File: src/rtl/bus_pkg.sv
// Shared types and constants for the CPU-to-peripheral bus hub.
package bus_pkg;

   localparam int unsigned ADDR_W = 32;
   localparam int unsigned DATA_W = 32;
   localparam int unsigned MASK_W = 4;

   localparam logic [DATA_W-1:0] ERR_DATA_DEF = 32'hDEAD_BEEF;

   typedef enum logic [1:0] {
      IDLE = 2'd0,
      BUSY = 2'd1,
      RESP = 2'd2
   } hub_state_t;

   // Request fields that must survive past the IDLE cycle.
   typedef struct packed {
      logic [ADDR_W-1:0] addr;
      logic              is_wr;
   } host_req_t;

endpackage

File: src/rtl/bus_addr_decoder.sv
// Priority address decoder: lowest matching device index wins on overlap.
module bus_addr_decoder
   import bus_pkg::*;
#(
   parameter int unsigned N_DEV = 4,
   parameter int unsigned IDX_W = 2
) (
   input  logic [ADDR_W-1:0]       addr_i,
   input  logic [N_DEV*ADDR_W-1:0] dev_base_i,
   input  logic [N_DEV*ADDR_W-1:0] dev_mask_i,
   output logic                    hit_o,
   output logic [IDX_W-1:0]        index_o,
   output logic [N_DEV-1:0]        sel_o
);

   // Scan from the top so the lowest matching index is written last.
   always_comb begin
      hit_o   = 1'b0;
      index_o = '0;
      sel_o   = '0;
      for (int i = N_DEV - 1; i >= 0; i--) begin
         if ((addr_i & dev_mask_i[i*ADDR_W +: ADDR_W]) == dev_base_i[i*ADDR_W +: ADDR_W]) begin
            hit_o    = 1'b1;
            index_o  = IDX_W'(i);
            sel_o    = '0;
            sel_o[i] = 1'b1;
         end
      end
   end

endmodule

File: src/rtl/bus_hub_n.sv
// N-device bus hub: decodes the host request, runs one registered transaction
// at a time through IDLE/BUSY/RESP, and turns unmapped or hung accesses into
// error responses.
module bus_hub_n
   import bus_pkg::*;
#(
   parameter int unsigned              N_DEV    = 4,
   parameter logic [N_DEV*ADDR_W-1:0]  DEV_BASE = {N_DEV{32'h0}},
   parameter logic [N_DEV*ADDR_W-1:0]  DEV_MASK = {N_DEV{32'hFFFF_0000}},
   parameter int unsigned              TIMEOUT  = 255,
   parameter logic [DATA_W-1:0]        ERR_DATA = ERR_DATA_DEF
) (
   input  logic                    clk,
   input  logic                    rst,
   input  logic [ADDR_W-1:0]       host_address,
   input  logic [DATA_W-1:0]       host_data_write,
   input  logic [MASK_W-1:0]       host_write_mask,
   input  logic                    host_wen,
   input  logic                    host_ren,
   output logic [DATA_W-1:0]       host_data_read,
   output logic                    host_ready,
   output logic                    host_error,
   output logic [N_DEV*ADDR_W-1:0] device_address,
   output logic [N_DEV*DATA_W-1:0] device_data_write,
   output logic [N_DEV*MASK_W-1:0] device_write_mask,
   output logic [N_DEV-1:0]        device_wen,
   output logic [N_DEV-1:0]        device_ren,
   input  logic [N_DEV-1:0]        device_ready,
   input  logic [N_DEV*DATA_W-1:0] device_data_read,
   output logic [N_DEV-1:0]        device_active,
   output logic [15:0]             err_count,
   output logic [ADDR_W-1:0]       last_err_addr
);

   localparam int unsigned IDX_W = (N_DEV > 1) ? $clog2(N_DEV) : 1;
   localparam int unsigned CNT_W = $clog2(TIMEOUT + 2);

   hub_state_t state_q, state_d;

   host_req_t               req_q, req_d;
   logic [IDX_W-1:0]        idx_q, idx_d;
   logic [CNT_W-1:0]        cnt_q, cnt_d;
   logic [DATA_W-1:0]       rdata_q, rdata_d;
   logic                    ready_q, ready_d;
   logic                    error_q, error_d;
   logic [N_DEV*ADDR_W-1:0] dev_addr_q, dev_addr_d;
   logic [N_DEV*DATA_W-1:0] dev_wdata_q, dev_wdata_d;
   logic [N_DEV*MASK_W-1:0] dev_wmask_q, dev_wmask_d;
   logic [N_DEV-1:0]        dev_wen_q, dev_wen_d;
   logic [N_DEV-1:0]        dev_ren_q, dev_ren_d;
   logic [N_DEV-1:0]        dev_active_q, dev_active_d;
   logic [15:0]             err_cnt_q, err_cnt_d;
   logic [ADDR_W-1:0]       last_err_q, last_err_d;

   logic                    req_c;
   logic                    dec_hit_c;
   logic [IDX_W-1:0]        dec_idx_c;
   logic [N_DEV-1:0]        dec_sel_c;
   logic                    sel_ready_c;
   logic [DATA_W-1:0]       sel_rdata_c;
   logic                    timeout_c;
   logic                    err_evt_c;
   logic [ADDR_W-1:0]       err_addr_c;

   bus_addr_decoder #(
      .N_DEV (N_DEV),
      .IDX_W (IDX_W)
   ) u_decoder (
      .addr_i     (host_address),
      .dev_base_i (DEV_BASE),
      .dev_mask_i (DEV_MASK),
      .hit_o      (dec_hit_c),
      .index_o    (dec_idx_c),
      .sel_o      (dec_sel_c)
   );

   // Request, selected-device handshake and watchdog expiry.
   always_comb begin
      req_c       = host_ren | host_wen;
      sel_ready_c = device_ready[idx_q];
      sel_rdata_c = device_data_read[32'(idx_q)*DATA_W +: DATA_W];
      timeout_c   = (TIMEOUT != 0) && ((32'(cnt_q) + 32'd1) == TIMEOUT);
   end

   // FSM state register.
   always_ff @(posedge clk) begin
      if (rst) state_q <= IDLE;
      else     state_q <= state_d;
   end

   // FSM next-state logic.
   always_comb begin
      state_d = state_q;
      case (state_q)
         IDLE: if (req_c) state_d = dec_hit_c ? BUSY : RESP;
         BUSY: if (sel_ready_c || timeout_c) state_d = RESP;
         RESP: state_d = IDLE;
         default: state_d = IDLE;
      endcase
   end

   // FSM output/datapath next values; strobes live only while in BUSY.
   always_comb begin
      req_d        = req_q;
      idx_d        = idx_q;
      cnt_d        = cnt_q;
      rdata_d      = rdata_q;
      ready_d      = 1'b0;
      error_d      = 1'b0;
      dev_addr_d   = dev_addr_q;
      dev_wdata_d  = dev_wdata_q;
      dev_wmask_d  = '0;
      dev_wen_d    = '0;
      dev_ren_d    = '0;
      dev_active_d = '0;
      err_cnt_d    = err_cnt_q;
      last_err_d   = last_err_q;
      err_evt_c    = 1'b0;
      err_addr_c   = '0;

      case (state_q)
         IDLE: begin
            if (req_c) begin
               req_d.addr  = host_address;
               req_d.is_wr = host_wen;
               idx_d       = dec_idx_c;
               cnt_d       = '0;
               dev_wdata_d = {N_DEV{host_data_write}};
               for (int i = 0; i < N_DEV; i++) begin
                  dev_addr_d[i*ADDR_W +: ADDR_W] = host_address & ~DEV_MASK[i*ADDR_W +: ADDR_W];
               end
               if (dec_hit_c) begin
                  dev_active_d = dec_sel_c;
                  dev_wen_d    = host_wen ? dec_sel_c : '0;
                  dev_ren_d    = host_wen ? '0 : dec_sel_c;
                  for (int i = 0; i < N_DEV; i++) begin
                     if (dec_sel_c[i]) dev_wmask_d[i*MASK_W +: MASK_W] = host_write_mask;
                  end
               end else begin
                  ready_d    = 1'b1;
                  error_d    = 1'b1;
                  rdata_d    = ERR_DATA;
                  err_evt_c  = 1'b1;
                  err_addr_c = host_address;
               end
            end
         end
         BUSY: begin
            if (sel_ready_c) begin
               ready_d = 1'b1;
               rdata_d = req_q.is_wr ? '0 : sel_rdata_c;
            end else if (timeout_c) begin
               ready_d    = 1'b1;
               error_d    = 1'b1;
               rdata_d    = ERR_DATA;
               err_evt_c  = 1'b1;
               err_addr_c = req_q.addr;
            end else begin
               dev_wmask_d  = dev_wmask_q;
               dev_wen_d    = dev_wen_q;
               dev_ren_d    = dev_ren_q;
               dev_active_d = dev_active_q;
               cnt_d        = cnt_q + CNT_W'(1);
            end
         end
         default: ;
      endcase

      if (err_evt_c) begin
         if (err_cnt_q != 16'hFFFF) err_cnt_d = err_cnt_q + 16'd1;
         last_err_d = err_addr_c;
      end
   end

   // Datapath and output registers.
   always_ff @(posedge clk) begin
      if (rst) begin
         req_q        <= '0;
         idx_q        <= '0;
         cnt_q        <= '0;
         rdata_q      <= '0;
         ready_q      <= 1'b0;
         error_q      <= 1'b0;
         dev_addr_q   <= '0;
         dev_wdata_q  <= '0;
         dev_wmask_q  <= '0;
         dev_wen_q    <= '0;
         dev_ren_q    <= '0;
         dev_active_q <= '0;
         err_cnt_q    <= '0;
         last_err_q   <= '0;
      end else begin
         req_q        <= req_d;
         idx_q        <= idx_d;
         cnt_q        <= cnt_d;
         rdata_q      <= rdata_d;
         ready_q      <= ready_d;
         error_q      <= error_d;
         dev_addr_q   <= dev_addr_d;
         dev_wdata_q  <= dev_wdata_d;
         dev_wmask_q  <= dev_wmask_d;
         dev_wen_q    <= dev_wen_d;
         dev_ren_q    <= dev_ren_d;
         dev_active_q <= dev_active_d;
         err_cnt_q    <= err_cnt_d;
         last_err_q   <= last_err_d;
      end
   end

   assign host_data_read    = rdata_q;
   assign host_ready        = ready_q;
   assign host_error        = error_q;
   assign device_address    = dev_addr_q;
   assign device_data_write = dev_wdata_q;
   assign device_write_mask = dev_wmask_q;
   assign device_wen        = dev_wen_q;
   assign device_ren        = dev_ren_q;
   assign device_active     = dev_active_q;
   assign err_count         = err_cnt_q;
   assign last_err_addr     = last_err_q;

endmodule

File: config.mk
export PLATFORM = sky130hd
export DESIGN_NAME = bus_hub_n
export DESIGN_NICKNAME = d
export VERILOG_FILES = /design/src/rtl/bus_pkg.sv /design/src/rtl/bus_addr_decoder.sv /design/src/rtl/bus_hub_n.sv
export SDC_FILE = /design/constraint.sdc
export NUM_CORES = 1
export LEC_CHECK = 0
export ABC_AREA = 1
export CORE_AREA = 2 2 222 224
export DETAILED_ROUTE_END_ITERATION = 16
export DIE_AREA = 0 0 224 226
export SLEW_MARGIN = 20
export SYNTH_ARGS = -nofsm -noshare
export SYNTH_HDL_FRONTEND = slang
export SYNTH_SLANG_ARGS = --single-unit
File: constraint.sdc
create_clock -name clk -period 2.7 [get_ports clk]
set_input_delay 0.54 -clock clk [delete_from_list [all_inputs] [get_ports clk]]
set_output_delay 0.54 -clock clk [all_outputs]
set_load 0.05 [all_outputs]
======== Word level (Yosys, flattened, before mapping) ========
Cells that the tools add are included.
Widths: inputs -> output; s select.
operators by class
  add/subtract/negate cells ............... 3
  reduce and logical (&&, ||, !) cells .... 9
  eq/ne operators ......................... 9
  bitwise logic cells ..................... 1
  muxes and demuxes ....................... 50
operators with widths
  cell                   count
  $mux 32                9
  $pmux 32 s2            2
  $mux 16                4
  $mux 4                 14
  $logic_not 32->1       1
  $pmux 16 s2            1
  $mux 9                 3
  $pmux 4 s2             3
  $pmux 9 s2             1
  $add 16x1->16 const B  1
  $ne 16x16->1 const B   1
  $add 9x1->10 const B   1
  $eq 10x8->1 const B    1
  $ne 2x2->1 const B     5
  $add 9x1->9 const B    1
  $reduce_and 4->1       2
  $mux 1                 7
  $mux 2                 3
  $reduce_and 2->1       3
  $pmux 1 s2             2
  $pmux 2 s2             1
  $ne 3x3->1 const B     1
  $eq 2x1->1 const B     1
  $logic_not 2->1        1
  3 further kinds        3
word-level totals
  word-level logic and storage cells ...... 87
  register bits ........................... 346

======== Longest topological paths before layout ========
Gate-level depths: netlist of the first run.
  depth after elaboration ................. 6
  depth in mapped cells ................... 15

======== Hierarchy ========
A second synthesis of the first run with hierarchy kept.
second synthesis, totals
  cells, all modules ...................... 2155
  area total of the unflattened synthesis .. 13394.1 um2
modules (own cells, without submodules)
  module            cells an instance  area each (um2)  times used  seq. area each (um2)
  bus_hub_n         1488               10338.7          1           3763.6
  bus_addr_decoder  667                3055.4           1           0.0

======== Worst setup path before layout of the first run ========
Ideal clock, no wire load.
  path type ............................... register -> register
  start point ............................. reg err_cnt_q[0], in the netlist err_count[0]
  end point ............................... reg err_cnt_q[7], in the netlist err_count[7]
  period minus slack after synthesis ...... 2016 ps
  cell stages (with the launch flop) ...... 12
  slack ................................... 684 ps
  library setup time ...................... 117 ps
  arrival time ............................ 1899 ps
  cells stage by stage .................... dfxtp_1 > ha_1 > nand2_1 > nor2_1 > nand4_1 > clkbuf_1 > nand2_1 > inv_1 > nand2_1 > inv_1 > a21oi_1 > nor2_1
between the ends
  cells in the longest elaborated chain, start to end .. 2
  elaborated cells on any way between the ends .. 3
  those cells by class .................... add/sub: 1; eq/ne: 1; reduce/logical: 1
RTL lines
  what                                                                   line              RTL
  start: declaration                                                     bus_hub_n.sv:52   logic [15:0] err_cnt_q, err_cnt_d;
  start signal: assignment                                               bus_hub_n.sv:205  err_cnt_q <= err_cnt_d;
  parallel branches: the longest is 2 deep, another holds $add 16x1->16  n/a
Several ways; the timed one is not identified.
A chain may end at the register's enable or synchronous reset.

==> results of run 1 <==
## worst register-to-register path, stage by stage (launching register included)
cell     delay [ns]
dfxtp_1        0.40
ha_1           0.22
nand2_1        0.13
nor2_1         0.12
nand2_1        0.06
nand2_1        0.06
nand2_1        0.08
inv_1          0.09
nand4_1        0.30
nor2_1         0.29
nor2_4         0.07
buf_4          0.19
nand2_2        0.07
a21oi_2        0.04
## layout make-up
cell class / count / area share [%]
diodes: 1 / 0.0199
clock buffers: 18 / 3.49
clock inverters: 13 / 1.11
inverters: 153 / 4.57
multi-input cells: 709 / 25.8
flip-flops and latches: 165 / 26.2
well taps: 622 / 6.18
repair buffers: 409 / 32.6
## registers in the layout (all words and copies together) (netlist names)
register,count
req_q,33
device_data_write,32
host_data_read,32
last_err_addr,32
err_count,16
cnt_q,9
device_write_mask,4
state_q,2
device_active,1
device_ren,1
device_wen,1
host_error,1
host_ready,1
## per-layer routing
| metal | part of all wire [%] | global-route usage [%] | routed length [um] | vias up |
|---|---|---|---|---|
| li1 | - | - | - | 3970 |
| met1 | 40 | 11.6 | 11100 | 3625 |
| met5 | 0 | 0 | 0 | - |
| met3 | 7.1 | 3.83 | 1960 | 32 |
| met2 | 51 | 19.2 | 14100 | 315 |
| met4 | 1.8 | 4.15 | 509 | 0 |
## power by group
part,switching [mW],total (mW),internal (mW)
clock network,1.16,2.48,1.32
logic,1.95,2.80,0.849
registers,0.176,2.78,2.60
total,3.29,8.06,4.77
## per-stage QoR
| step | total power [mW] | util [%] | setup WS (ns) | hold slack [ns] |
|---|---|---|---|---|
| final | 8.06 | 26.0 | 0.128 | 0.464 |
| after global routing | 8.44 | 26.0 | 0.0631 | 0.485 |
| after CTS | 8.19 | 26.0 | 0.0544 | 0.465 |
| after detailed placement | 5.65 | 24.8 | 0.204 | 0.455 |
| after global placement | 5.63 | 24.8 | 0.223 | 0.448 |
| after floorplan | 5.03 | - | 0.684 | 0.441 |
## how the worst max path moves through the flow
| stage | startpoint | endpoint | slack (ns) | cells past startpoint |
|---|---|---|---|---|
| after floorplan | err_count[0]$_SDFFE_PP0P_ | err_count[7]$_SDFFE_PP0P_ | 0.68 | 11 |
| after global placement | host_address[31] | last_err_addr[3]$_SDFFE_PP0P_ | 0.22 | 9 |
| after detailed placement | host_address[31] | last_err_addr[31]$_SDFFE_PP0P_ | 0.20 | 9 |
| after CTS | req_q[2]$_SDFFE_PP0P_ | device_address[65] | 0.05 | 1 |
| after global routing | req_q[2]$_SDFFE_PP0P_ | device_address[33] | 0.06 | 1 |
| final | req_q[2]$_SDFFE_PP0P_ | device_address[33] | 0.13 | 1 |
## logic make-up (layout without fill, tap and decap cells)
| kind of cell | Yosys count | in the layout | synth area share (%) |
|---|---|---|---|
| buffers and inverters | 451 | 593 | 30.0 |
| AND/OR/NAND/NOR | 411 | 411 | 19.5 |
| other | 1 | 86 | 0.0422 |
| adder cells (fa/ha/maj) | 3 | 3 | 0.422 |
| XOR/XNOR | 2 | 2 | 0.197 |
| flip-flops | 165 | 165 | 37.2 |
| AO/OA/AOI/OAI | 208 | 208 | 12.7 |
## synthesized netlist by cell type (2+ instances only)
cell	instances
inv_1	151
or2_2	2
o22ai_1	16
buf_4	251
ha_1	3
nand2_1	165
a21oi_1	77
dfxtp_1	165
o21ai_0	91
nand3_1	62
buf_2	4
nand4_1	9
buf_1	4
buf_6	3
clkbuf_1	36
nor2_1	152
nor3_1	3
o21a_1	16
a21oi_2	8
nand2_2	12
==> run metrics, run 1 <==
status=completed; post-route ant nets=0; first-pass GRT wire length=41200 um; number of synthesized register bits=165; vias in the first global route=7251; Slew @ Worst Pin=0.622 ns; most common cell after layout, fill and taps aside=clkdlybuf4s50_1; H-tree Lvls=4; Die Area=0.0506 mm^2; worst reg-to-reg setup slack=0.46 ns; most frequent cells in the layout=clkdlybuf4s50_1, nand2_1, dfxtp_1; initial antenna violation count=3; dominant synthesized flop cell=dfxtp_1; skew final=0.0122 ns; total track usage=10.8%; Worst Reg-to-Reg Cells=13; LEAKAGE=5.19 nW; final non-filler cell area=0.0126 mm^2; RSZ-0062 raised after global routing=no; CP cell instances=clkdlybuf4s50_1; Yosys top cell by area=dfxtp_1; average size of a mapped cell=7.16 um^2; die height=226 um; Critical Path AT=2.03 ns; Mapped Cells=1241; Max-slew headroom=58.4%; sequential-to-total area share from yosys stat=37.2%; Power Density=640 mW/mm^2; Post-Layout Cell Count=2090; insertion delay to the later sink of the worst-skew pair=0.48 ns; crit path buf inv count=1; Critical Path RT=2.16 ns; Area Overhead vs Synth=41.6%; pin count of the biggest net entering global routing=104; DIE WIDTH=224 um; vias=7942; Wirelength per Cell=13.2 um; DRC viols=0; total CTS buffers=17; Post-CTS Repair Setup Buffers=0; Layout fillers=5253; PortBufs=385; placed insts=2058; clk root buf=clkbuf_16; critical path's largest stage delay=0.90 ns; CP Class=reg2out; Yosys top cell area share=37.2%; critical path launch point type=register; share of layout cells above drive strength 1=5.86%; 1st-iter DRT viols=270; CTS max path bufs=2; CP delay by family, top=buffers and inverters; CTS tree=done; Area contributors post-synth=dfxtp_1, buf_4, nand2_1, nor2_1, inv_1; Post-Place Cell Area=0.0120 mm^2; WL final=27700 um; area of the multi-input gates=0.00324 mm^2; num rows=81; Worst VDD drop=493 uV; Max-Cap Viols=0; CP Capture Type=primary output; Final Cycle Share=95.3%; drt pass-1 iters=4; start point of the worst hold path=req_q[17]$_SDFFE_PP0P_; Slew Limit Fails=0; setup TNS=0 ns; Starting Density=18.4%; Placeable Area=0.0483 mm^2; Tmin final=2.57 ns; # hold bufs at CTS=0; worst-path fanout max=6; async set or reset register ratio after synthesis=0%; endpoint of the worst hold path=req_q[17]$_SDFFE_PP0P_; clock-pin slew on the worst setup and hold paths=0.07 ns; Yosys warning total=0; Worst path slowest cell=clkdlybuf4s50_1; Post-CTS Resized=0; final setup vio count=0; Final Hold Viols=0; Crit Reg-Reg Endpoint=host_data_read[24]$_SDFFE_PP0P_; gpl congestion=0.786; Storage cell area=0.00330 mm^2; HPWL Detailed=21000 um; total congestion overflow=0; vias per cell=3.80; I/O pins=570; Layout Nets=1662; hold path depth=2; Reg2Reg Launch Point=cnt_q[1]$_SDFFE_PP0P_; number of enable flip-flop cells after synthesis=0; f_max=389 MHz; post-synth cell types=31; post-synthesis cell area=0.00889 mm^2; clk sink count=165; Hold Path Class=reg2reg
Power figures use the tool's default switching activity.
==> run 2, diff against run 1 <==
- MAX_ROUTING_LAYER: not set -> met4
==> run metrics, run 2 (synthesis results as in run 1) <==
status=completed; Die Area=0.0506 mm^2; Crit Reg-Reg Endpoint=host_data_read[26]$_SDFFE_PP0P_; WL final=27700 um; Critical Path RT=2.16 ns; share of layout cells above drive strength 1=5.86%; worst reg-to-reg setup slack=0.48 ns; Power Density=640 mW/mm^2; vias per cell=3.81; clk sink count=165; worst-path fanout max=6; Reg2Reg Launch Point=cnt_q[1]$_SDFFE_PP0P_; DRC viols=0; H-tree Lvls=4; Max-slew headroom=58.7%; Layout fillers=5253; final setup vio count=0; clk root buf=clkbuf_16; area of the multi-input gates=0.00324 mm^2; CP Class=reg2out; start point of the worst hold path=req_q[17]$_SDFFE_PP0P_; Largest Register=req_q; drt pass-1 iters=4; HPWL Detailed=21000 um; Wirelength per Cell=13.3 um; Worst Reg-to-Reg Cells=14; f_max=389 MHz; Storage cell area=0.00330 mm^2; Area Overhead vs Synth=41.6%; Layout Nets=1662; critical path's largest stage delay=0.90 ns; max reg flops=33; clock-pin slew on the worst setup and hold paths=0.07 ns; post-route ant nets=0; Worst VDD drop=488 uV; Critical Path AT=2.03 ns; Slew @ Worst Pin=0.617 ns; final hold slack=0.464 ns; Post-Place Cell Area=0.0120 mm^2; total CTS buffers=17; Post-CTS Repair Setup Buffers=0; pin count of the biggest net entering global routing=104; num rows=81; total track usage=11.1%; Final Core Density=26.0%; most common cell after layout, fill and taps aside=clkdlybuf4s50_1; vias=7953; CP delay by family, top=buffers and inverters; # hold bufs at CTS=0; RSZ-0062 raised after global routing=no; die height=226 um; Final Hold Viols=0; Post-CTS Resized=0; Max-Cap Viols=0; CP Capture Type=primary output; hold path depth=2; Placeable Area=0.0483 mm^2; final non-filler cell area=0.0126 mm^2; gpl congestion=0.798; Starting Density=18.4%; LEAKAGE=5.19 nW; crit path buf inv count=1; endpoint of the worst hold path=req_q[17]$_SDFFE_PP0P_; Final Cycle Share=95.2%; setup TNS=0 ns; vias in the first global route=7244; total congestion overflow=0; Slew Limit Fails=0; initial antenna violation count=3; critical path launch point type=register; first-pass GRT wire length=41200 um; CTS max path bufs=2; insertion delay to the later sink of the worst-skew pair=0.47 ns; CTS tree=done; Tmin final=2.57 ns; most frequent cells in the layout=clkdlybuf4s50_1, nand2_1, dfxtp_1; Hold Path Class=reg2reg; PortBufs=385; skew final=0.0111 ns; 1st-iter DRT viols=318; DIE WIDTH=224 um; I/O pins=570; Worst path slowest cell=clkdlybuf4s50_1; CP cell instances=clkdlybuf4s50_1
==> run 2: cell type report <==
class / instances / area share [%]
clock inverters: 13 / 1.11
clock buffers: 18 / 3.49
well taps: 622 / 6.18
flip-flops and latches: 165 / 26.2
multi-input cells: 709 / 25.8
inverters: 153 / 4.57
repair buffers: 409 / 32.6
diodes: 1 / 0.0199
==> run 2: report_power, final <==
part / internal (mW) / switching [mW]
registers: 2.60 / 0.176
clock network: 1.32 / 1.16
logic: 0.849 / 1.95
==> run 2: how the worst max path moves through the flow <==
stage / start / end / slack (ns) / depth (start not counted)
6_report: req_q[2]$_SDFFE_PP0P_ / device_address[33] / 0.13 / 1
5_1_grt: req_q[2]$_SDFFE_PP0P_ / device_address[33] / 0.07 / 1
4_1_cts: req_q[2]$_SDFFE_PP0P_ / device_address[65] / 0.05 / 1
3_5_place_dp: host_address[31] / last_err_addr[31]$_SDFFE_PP0P_ / 0.20 / 9
3_3_place_gp: host_address[31] / last_err_addr[3]$_SDFFE_PP0P_ / 0.22 / 9
2_1_floorplan: err_count[0]$_SDFFE_PP0P_ / err_count[7]$_SDFFE_PP0P_ / 0.68 / 11
==> run 2: stage by stage <==
stage / worst slack (ns) / power [mW] / instances
4_1_cts: 0.0544 / 8.19 / 2089
5_1_grt: 0.0662 / 8.44 / 2090
6_report: 0.131 / 8.05 / 2090
3_3_place_gp: 0.223 / 5.63 / 2058
3_5_place_dp: 0.204 / 5.65 / 2058
2_1_floorplan: 0.684 / 5.03 / 1325
==> run 2: routing by layer <==
| metal | share of wire, % | global-route usage, % | vias up | wire (um) |
|---|---|---|---|---|
| li1 | - | - | 3968 | - |
| met1 | 41 | 11.9 | 3638 | 11300 |
| met5 | 0 | - | - | 0 |
| met4 | 2.1 | 4.41 | 0 | 571 |
| met3 | 6.2 | 3.34 | 34 | 1720 |
| met2 | 51 | 19.2 | 313 | 14100 |
==> run 3, diff against run 2 <==
- GPL_ROUTABILITY_DRIVEN: not set -> 0
- SETUP_SLACK_MARGIN: not set -> 0.5
==> run metrics, run 3 (synthesis results as in run 1) <==
Slew @ Worst Pin=0.599 ns; Final Hold Viols=0; most frequent cells in the layout=dlygate4sd2_1, nand2_1, dfxtp_1; Wirelength per Cell=13.3 um; Hold Path Class=reg2reg; CP Class=reg2out; vias per cell=3.79; Reg power frac=35.3%; Placeable Area=0.0483 mm^2; switch share=41.8%; Area Overhead vs Synth=38.4%; combinational power share=33.0%; DIE WIDTH=224 um; I/O pins=570; HPWL Detailed=21000 um; clk sink count=165; num rows=81; Crit Reg-Reg Endpoint=last_err_addr[13]$_SDFFE_PP0P_; Power Density=636 mW/mm^2; initial antenna violation count=3; most common cell after layout, fill and taps aside=dlygate4sd2_1; 1st-iter DRT viols=326; Tmin final=2.13 ns; Final Core Density=25.4%; Final Cycle Share=79.0%; Reg2Reg Launch Point=cnt_q[1]$_SDFFE_PP0P_; status=completed; share of layout cells above drive strength 1=6.94%; Starting Density=18.4%; final setup vio count=0; drt pass-1 iters=4; Max-Cap Viols=0; CP Capture Type=primary output; total CTS buffers=17; setup slack after layout=0.568 ns; CTS tree=done; Clk pwr share=31.7%; Worst VDD drop=492 uV; clk root buf=clkbuf_16; Post-Layout Cell Count=2092; crit path buf inv count=1; post-route ant nets=0; placed insts=2058; worst-path fanout max=5; Max-slew headroom=60.2%; f_max=469 MHz; Layout fillers=5356; H-tree Lvls=4; critical path launch point type=register; hold path depth=2; total congestion overflow=0; Post-Place Cell Area=0.0120 mm^2; LEAKAGE=6.21 nW; max reg flops=33; vias=7938; setup TNS=0 ns; pin count of the biggest net entering global routing=104; Int Pwr=4.55 mW; Critical Path RT=2.16 ns; insertion delay to the later sink of the worst-skew pair=0.48 ns; first-pass GRT wire length=41300 um; P_sw=3.27 mW; vias in the first global route=7249; worst reg-to-reg setup slack=0.67 ns; PortBufs=385; Die Area=0.0506 mm^2; final non-filler cell area=0.0123 mm^2; Layout Nets=1664; Worst path slowest cell=dlygate4sd2_1; critical path's largest stage delay=0.58 ns; clock-pin slew on the worst setup and hold paths=0.07 ns; DRC viols=0; Place WS=0.204 ns; endpoint of the worst hold path=last_err_addr[17]$_SDFFE_PP0P_; CP delay by family, top=buffers and inverters; CP cell instances=dlygate4sd2_1; total track usage=11.1%; RSZ-0062 raised after global routing=yes; CTS max path bufs=2; die height=226 um; Slew Limit Fails=0; Critical Path AT=1.59 ns; WL final=27800 um; Worst Reg-to-Reg Cells=13; skew final=0.0147 ns; start point of the worst hold path=last_err_addr[17]$_SDFFE_PP0P_; Largest Register=req_q
-- run 3: cell count changes in the layout (fill, tap and decap cells not counted), sizes merged --
cell and delta:
clkdlybuf4s50 -280, dlymetal6s2s +8, dlygate4sd2 +264, clkdlybuf4s15 +3, buf +2, clkbuf +5
-- run 3: how the worst max path moves through the flow --
| stage | startpoint | endpoint | slack, ns | depth (start not counted) |
|---|---|---|---|---|
| floorplan | err_count[0]$_SDFFE_PP0P_ | err_count[7]$_SDFFE_PP0P_ | 0.68 | 11 |
| global placement | host_address[31] | last_err_addr[3]$_SDFFE_PP0P_ | 0.22 | 9 |
| detailed placement | host_address[31] | last_err_addr[31]$_SDFFE_PP0P_ | 0.20 | 9 |
| CTS | req_q[2]$_SDFFE_PP0P_ | device_address[65] | 0.37 | 1 |
| global route | cnt_q[1]$_SDFFE_PP0P_ | cnt_q[2]$_SDFFE_PP0P_ | 0.49 | 14 |
| finish | device_data_write[114]$_SDFFE_PP0P_ | device_data_write[18] | 0.57 | 1 |
-- run 3: final cells by class --
class	count	area (um^2)	share of cell area, %
inverters	153	576	4.68
multi-input cells	709	3270	26.6
clock inverters	13	140	1.14
diodes	1	2.50	0.0203
flip-flops and latches	165	3310	26.9
repair buffers	411	3790	30.8
clock buffers	18	439	3.57
well taps	622	778	6.33
-- run 3: metrics by stage --
| step | power [mW] | hold slack (ns) |
|---|---|---|
| after floorplan | 5.03 | 0.441 |
| after global placement | 5.63 | 0.448 |
| after detailed placement | 5.65 | 0.455 |
| after CTS | 7.96 | 0.463 |
| after global routing | 8.21 | 0.484 |
| final | 7.82 | 0.462 |
-- run 3: power groups by stage --
| stage | Clock, mW | Sequential (mW) | Combinational, mW |
|---|---|---|---|
| global route | 2.70 | 2.79 | 2.72 |
| floorplan | 0 | 3.20 | 1.84 |
| global placement | 0 | 2.83 | 2.80 |
| finish | 2.48 | 2.76 | 2.58 |
| CTS | 2.59 | 2.77 | 2.60 |
| detailed placement | 0 | 2.84 | 2.81 |
-- run 3: routing by layer --
metal	wire, um	vias to the layer above	GRT usage (%)
met5	0	-	-
met4	521	0	4.41
met3	1780	28	3.34
met2	14200	320	19.3
met1	11300	3613	11.9
li1	-	3977	-
-- run 3: what timing repair did --
action                     4_1_cts  5_1_grt
setup buffers                    1        1
pin swaps                        1        2
setup endpoints to repair      309      101
resized for setup              283       22
hold buffers                     0        0
